`src/rtl/arb_pkg.sv`:
```
// Shared types and constants for the I/D-cache memory port arbiter.
package arb_pkg;

  localparam int unsigned ADDR_W_DEF = 28;
  localparam int unsigned DATA_W_DEF = 128;

  typedef logic [1:0] arb_state_t;

  localparam arb_state_t IDLE  = 2'd0;
  localparam arb_state_t GNT_I = 2'd1;
  localparam arb_state_t GNT_D = 2'd2;
  localparam arb_state_t DONE  = 2'd3;

  typedef logic req_id_t;

  localparam req_id_t REQ_I = 1'b0;
  localparam req_id_t REQ_D = 1'b1;

  function automatic arb_state_t gnt_state(input req_id_t id);
    return (id == REQ_D) ? GNT_D : GNT_I;
  endfunction

endpackage

```
`src/rtl/arb_pick.sv`:
```
// Combinational winner select between the I and D requesters.
// ARB_ROUND_ROBIN_EN swaps fixed D-over-I priority for alternation on contention.
module arb_pick
  import arb_pkg::*;
(
  input  logic    i_pend_i,
  input  logic    d_pend_i,
  input  req_id_t last_grant_i,
  output req_id_t winner_o,
  output logic    valid_o
);

  assign valid_o = i_pend_i | d_pend_i;

`ifdef ARB_ROUND_ROBIN_EN
  always_comb begin
    winner_o = d_pend_i ? REQ_D : REQ_I;
    // On contention the side not served last time goes first
    if (i_pend_i && d_pend_i) begin
      winner_o = (last_grant_i == REQ_D) ? REQ_I : REQ_D;
    end
  end
`else
  logic unused_last_grant;
  assign unused_last_grant = last_grant_i;

  always_comb begin
    winner_o = d_pend_i ? REQ_D : REQ_I;
  end
`endif

endmodule

```
`src/rtl/mem_port_arbiter.sv`:
```
// Shares the external block-memory port between the I-cache and D-cache miss engines.
// Optional ARB_ROUND_ROBIN_EN enables alternating priority via a last_grant register.
module mem_port_arbiter
  import arb_pkg::*;
#(
  parameter int unsigned ADDR_W = ADDR_W_DEF,
  parameter int unsigned DATA_W = DATA_W_DEF
) (
  input  logic              clk,
  input  logic              rst,
  input  logic              i_read,
  input  logic [ADDR_W-1:0] i_addr,
  output logic [DATA_W-1:0] i_rdata,
  output logic              i_ready,
  input  logic              d_read,
  input  logic              d_write,
  input  logic [ADDR_W-1:0] d_addr,
  input  logic [DATA_W-1:0] d_wdata,
  output logic [DATA_W-1:0] d_rdata,
  output logic              d_ready,
  output logic              mem_read,
  output logic              mem_write,
  output logic [ADDR_W-1:0] mem_addr,
  output logic [DATA_W-1:0] mem_wdata,
  input  logic [DATA_W-1:0] mem_rdata,
  input  logic              mem_ready
);

  arb_state_t        state_q, state_d;
  logic              mem_read_q, mem_read_d;
  logic              mem_write_q, mem_write_d;
  logic [ADDR_W-1:0] mem_addr_q, mem_addr_d;
  logic [DATA_W-1:0] mem_wdata_q, mem_wdata_d;

  req_id_t winner;
  logic    win_valid;
  req_id_t last_grant;

`ifdef ARB_ROUND_ROBIN_EN
  req_id_t last_grant_q, last_grant_d;
  assign last_grant = last_grant_q;
`else
  assign last_grant = REQ_I;
`endif

  arb_pick u_pick (
    .i_pend_i     (i_read),
    .d_pend_i     (d_read | d_write),
    .last_grant_i (last_grant),
    .winner_o     (winner),
    .valid_o      (win_valid)
  );

  always_comb begin
    state_d     = state_q;
    mem_read_d  = mem_read_q;
    mem_write_d = mem_write_q;
    mem_addr_d  = mem_addr_q;
    mem_wdata_d = mem_wdata_q;
`ifdef ARB_ROUND_ROBIN_EN
    last_grant_d = last_grant_q;
`endif
    case (state_q)
      IDLE: begin
        if (win_valid) begin
          state_d = gnt_state(winner);
`ifdef ARB_ROUND_ROBIN_EN
          last_grant_d = winner;
`endif
          if (winner == REQ_D) begin
            mem_addr_d  = d_addr;
            mem_wdata_d = d_wdata;
            // Read+write together is a protocol error; the write wins
            mem_write_d = d_write;
            mem_read_d  = d_read & ~d_write;
          end else begin
            mem_addr_d  = i_addr;
            mem_wdata_d = '0;
            mem_write_d = 1'b0;
            mem_read_d  = 1'b1;
          end
        end
      end
      GNT_I, GNT_D: begin
        if (mem_ready) begin
          state_d     = DONE;
          mem_read_d  = 1'b0;
          mem_write_d = 1'b0;
        end
      end
      DONE: begin
        // Bubble cycle so a request still held from the last transfer is not re-granted
        state_d = IDLE;
      end
      default: begin
        state_d = IDLE;
      end
    endcase
  end

  always_ff @(posedge clk) begin
    if (rst) begin
      state_q     <= IDLE;
      mem_read_q  <= 1'b0;
      mem_write_q <= 1'b0;
      mem_addr_q  <= '0;
      mem_wdata_q <= '0;
`ifdef ARB_ROUND_ROBIN_EN
      last_grant_q <= REQ_I;
`endif
    end else begin
      state_q     <= state_d;
      mem_read_q  <= mem_read_d;
      mem_write_q <= mem_write_d;
      mem_addr_q  <= mem_addr_d;
      mem_wdata_q <= mem_wdata_d;
`ifdef ARB_ROUND_ROBIN_EN
      last_grant_q <= last_grant_d;
`endif
    end
  end

  assign mem_read  = mem_read_q;
  assign mem_write = mem_write_q;
  assign mem_addr  = mem_addr_q;
  assign mem_wdata = mem_wdata_q;

  // Completion is the only combinational path through the block
  assign i_ready = (state_q == GNT_I) & mem_ready;
  assign d_ready = (state_q == GNT_D) & mem_ready;
  assign i_rdata = i_ready ? mem_rdata : '0;
  assign d_rdata = d_ready ? mem_rdata : '0;

endmodule

```
`config.mk`:
```
export PLATFORM = sky130hd
export DESIGN_NAME = mem_port_arbiter
export DESIGN_NICKNAME = d
export VERILOG_FILES = /design/src/rtl/arb_pkg.sv /design/src/rtl/arb_pick.sv /design/src/rtl/mem_port_arbiter.sv
export SDC_FILE = /design/constraint.sdc
export NUM_CORES = 1
export LEC_CHECK = 0
export CAP_MARGIN = 20
export CORE_AREA = 2 2 287 289
export CTS_CLUSTER_SIZE = 24
export DETAILED_ROUTE_END_ITERATION = 8
export DIE_AREA = 0 0 289 291
export GPL_TIMING_DRIVEN = 0
export PLACE_DENSITY_LB_ADDON = 0.05
export SLEW_MARGIN = 30
export SYNTH_ARGS = -nofsm -noshare
export SYNTH_HDL_FRONTEND = slang
export SYNTH_SLANG_ARGS = --single-unit
```
`constraint.sdc`:
```
create_clock -name clk -period 4.35 [get_ports clk]
set_input_delay 0.87 -clock clk [delete_from_list [all_inputs] [get_ports clk]]
set_output_delay 0.87 -clock clk [all_outputs]
set_load 0.005 [all_outputs]
```
==> impl_metrics.yaml <==
status:
  outcome: "finished clean"
worst_setup_path:
  cp-end-kind: "output port"
  crit_required_ns: 3.48
  critical_path_arrival_ns: 3.26
  critPathLaunchType: "input port"
  cp_max_fo: 10
  worst-setup-path-type: "in -> out"
place:
  place_hpwl_um: 50900
  numPortBuffers: 731
  gp_congestion: 0.829
  placed_area_um2: 16100
synth:
  synth_xor_xnor_area_share_pct: 0
  synth_fp_nets: 1114
  yosysTopAreaCellShare_pct: 43.0
  synth_compound_area_share_pct: 22.4
  ys_seq_area_share_pct: 43.0
  synth_fa_ha_area_share_pct: 0.673
  syn_area_um2: 7440
  syn_area_per_cell_um2: 9.40
  yosys.area_share.simple_pct: 26.1
  synth_top_area_cell: "dfxtp_1"
  synth-seq-cells: 160
  synth.area.mux_share_pct: 0.135
  yosysUniqueCellTypes: 28
  synth_top_family_by_area: "simple AND/OR/NAND/NOR gates"
  yosys_warnings: 0
  synthCells: 792
  synthTopCellsByArea: "dfxtp_1, and3_1, a22o_1"
global_route:
  grt_usage_pct: 14.0
  grt_pass1_wl_um: 82400
  grt-ovfl-total: 0
  antenna_found_initial: 11
  grt_pass1_vias: 9883
  grt_max_degree: 19
power_and_ir_drop:
  p_int_mw: 4.68
  ir_drop_mv: 0.180
  clock_power_share_pct: 21.2
  combPwrFrac_pct: 51.0
  p_switching_mw: 2.85
  leakagePower_nw: 6.79
  swShare_pct: 37.8
  p_per_area_nw_per_um2: 450
  pwr-share-seq_pct: 27.7
  p_total_mw: 7.52
timing:
  finClkSkew_ns: 0.0211
  fin_setup_tns_ns: 0
  worstMarginPinSlew_ns: 0.864
  rsz0062_at_grt: "no"
  finalHoldViolCount: 0
  slew_viol_final: 0
  slew_headroom_pct: 42.4
  fin_crit_ns: 4.13
  fmax_mhz: 242
  period_share_pct: 94.8
  setup_violations: 0
clock_tree:
  cts_sinks: 160
  clk_latency_ns: 0.47
  cts_tree: "yes"
  clkSlewWorstSetupHoldPaths_ns: 0.06
  h-tree-depth: 4
  cts_buffers: 17
  post_cts_buffers: 0
  cts_root_buf: "clkbuf_16"
  clockBufferDepth: 2
layout:
  n_fill_cell: 9004
  area_growth_pct: 125
  drive_gt1_share_pct: 6.69
  final_nets: 1864
  finalInstanceArea_um2: 16700
die:
  fp.dieH_um: 291
  start_util_pct: 9.16
  fp-row-count: 105
  io_pins: 734
  coreArea_um2: 81200
  die-width_um: 289
  dieArea_um2: 84100
route:
  drtPass1Iterations: 4
  drtIter0Drc: 364
  postRouteAntennaNets: 0
  postRouteWirelength_um: 61300
  vias_per_cell: 3.59
  drc: 0
  wl_per_cell_um: 23.3
  routed-via-count: 9468
worst_hold_path:
  hp-class: "reg -> reg"
job:
  maxCapViolCount: 0
-- cell usage in the layout, fill, tap and decap left out, types with 2 or more instances in the layout --
cell / instances
a22o_1: 128
a311oi_1: 13
a311oi_2: 15
and2_1: 2
and3_1: 256
buf_2: 17
buf_4: 3
buf_6: 17
clkbuf_1: 62
clkbuf_16: 17
clkbuf_2: 5
clkdlybuf4s50_1: 731
clkinv_8: 4
clkinvlp_4: 3
dfxtp_1: 160
diode_2: 9
ha_1: 4
inv_1: 4
inv_6: 3
inv_8: 4
nand2_1: 28
nand2b_1: 2
nor2_1: 21
nor2_2: 11
nor2b_1: 2
o21ai_0: 31
o32ai_1: 2
-- routing by layer --
layer | vias to the layer above | wire, um | global-route usage, %
met4 | 8 | 380 | 1.99
met3 | 26 | 6100 | 5.93
met5 | - | 55 | 0
li1 | 4487 | - | -
met1 | 4535 | 22200 | 14.6
met2 | 412 | 32600 | 26.2
-- logic make-up after synthesis --
| group | after synthesis |
|---|---|
| flip-flops | 160 |
| AND/OR/NAND/NOR | 326 |
| multiplexers | 1 |
| buffers and inverters | 108 |
| adder cells (fa/ha/maj) | 4 |
| AO/OA/AOI/OAI | 193 |
-- timing repair --
item                                    CTS  global route
hold buffers                              0             0
endpoints found under the setup margin   18             0
resized for setup                         3             0
-- critical path, stage by stage --
cell and delay, ns:
clkbuf_1 0.40, clkbuf_1 0.60, clkbuf_1 0.45, and3_1 0.24, clkdlybuf4s50_1 0.68
-- area by class of cell --
| class | count | area, um2 | share of cell area [%] |
|---|---|---|---|
| Tap cell | 1070 | 1340 | 8.01 |
| Clock buffer | 17 | 425 | 2.54 |
| Multi-Input combinational cell | 524 | 3670 | 22.0 |
| Clock inverter | 15 | 168 | 1.00 |
| Buffer | 104 | 557 | 3.33 |
| Timing Repair Buffer | 731 | 7320 | 43.8 |
| Inverter | 4 | 15.0 | 0.0898 |
| Sequential cell | 160 | 3200 | 19.2 |
| Antenna cell | 9 | 22.5 | 0.135 |
-- synthesized netlist by cell type --
cell type	count
a2111o_1	1
a21oi_1	1
a22o_1	128
a311oi_1	13
a311oi_2	15
and2_1	2
and3_1	256
buf_2	17
buf_4	3
buf_6	17
clkbuf_1	67
dfxtp_1	160
ha_1	4
inv_1	4
mux2i_1	1
nand2_1	28
nand2b_1	2
nor2_1	21
nor2_2	11
nor2_4	1
nor2b_1	2
nor3_1	1
nor3b_2	1
nor4b_4	1
o21ai_0	31
o31a_2	1
o32ai_1	2
o41ai_1	1
-- power by group through the flow --
| stage | Clock [mW] | Combinational, mW | Sequential [mW] |
|---|---|---|---|
| 6_report | 1.60 | 3.84 | 2.09 |
| 5_1_grt | 1.73 | 4.16 | 2.14 |
| 4_1_cts | 1.70 | 3.97 | 2.10 |
| 3_5_place_dp | 0 | 3.94 | 2.12 |
| 3_3_place_gp | 0 | 4.01 | 2.12 |
| 2_1_floorplan | 0 | 1.42 | 2.13 |
-- path summary, 6_finish.rpt --
path,start,to,depth (start not counted),slack (ns)
hold reg to reg,mem_wdata[94],mem_wdata[94],1,0.47
setup reg to reg,state_q[0],mem_wdata[104],6,2.23
setup / recovery,mem_ready,d_rdata[103],5,0.22
hold / removal,mem_wdata[94],mem_wdata[94],1,0.47
-- state kept, by name, indices dropped and copies added, names as in the netlist --
signal and count:
mem_wdata 128, mem_addr 28, state_q 2, mem_read 1
mem_write 1
-- metrics by stage --
step	setup slack, ns	hold slack [ns]	util (%)	std cells
floorplan	1.76	0.466	-	792
global placement	-0.242	0.454	19.8	2593
detailed placement	-0.250	0.453	19.8	2593
CTS	0.139	0.477	20.6	2625
global route	0.0809	0.487	20.6	2626
finish	0.225	0.474	20.6	2634
No activity file was read; power rests on OpenSTA's default activity.
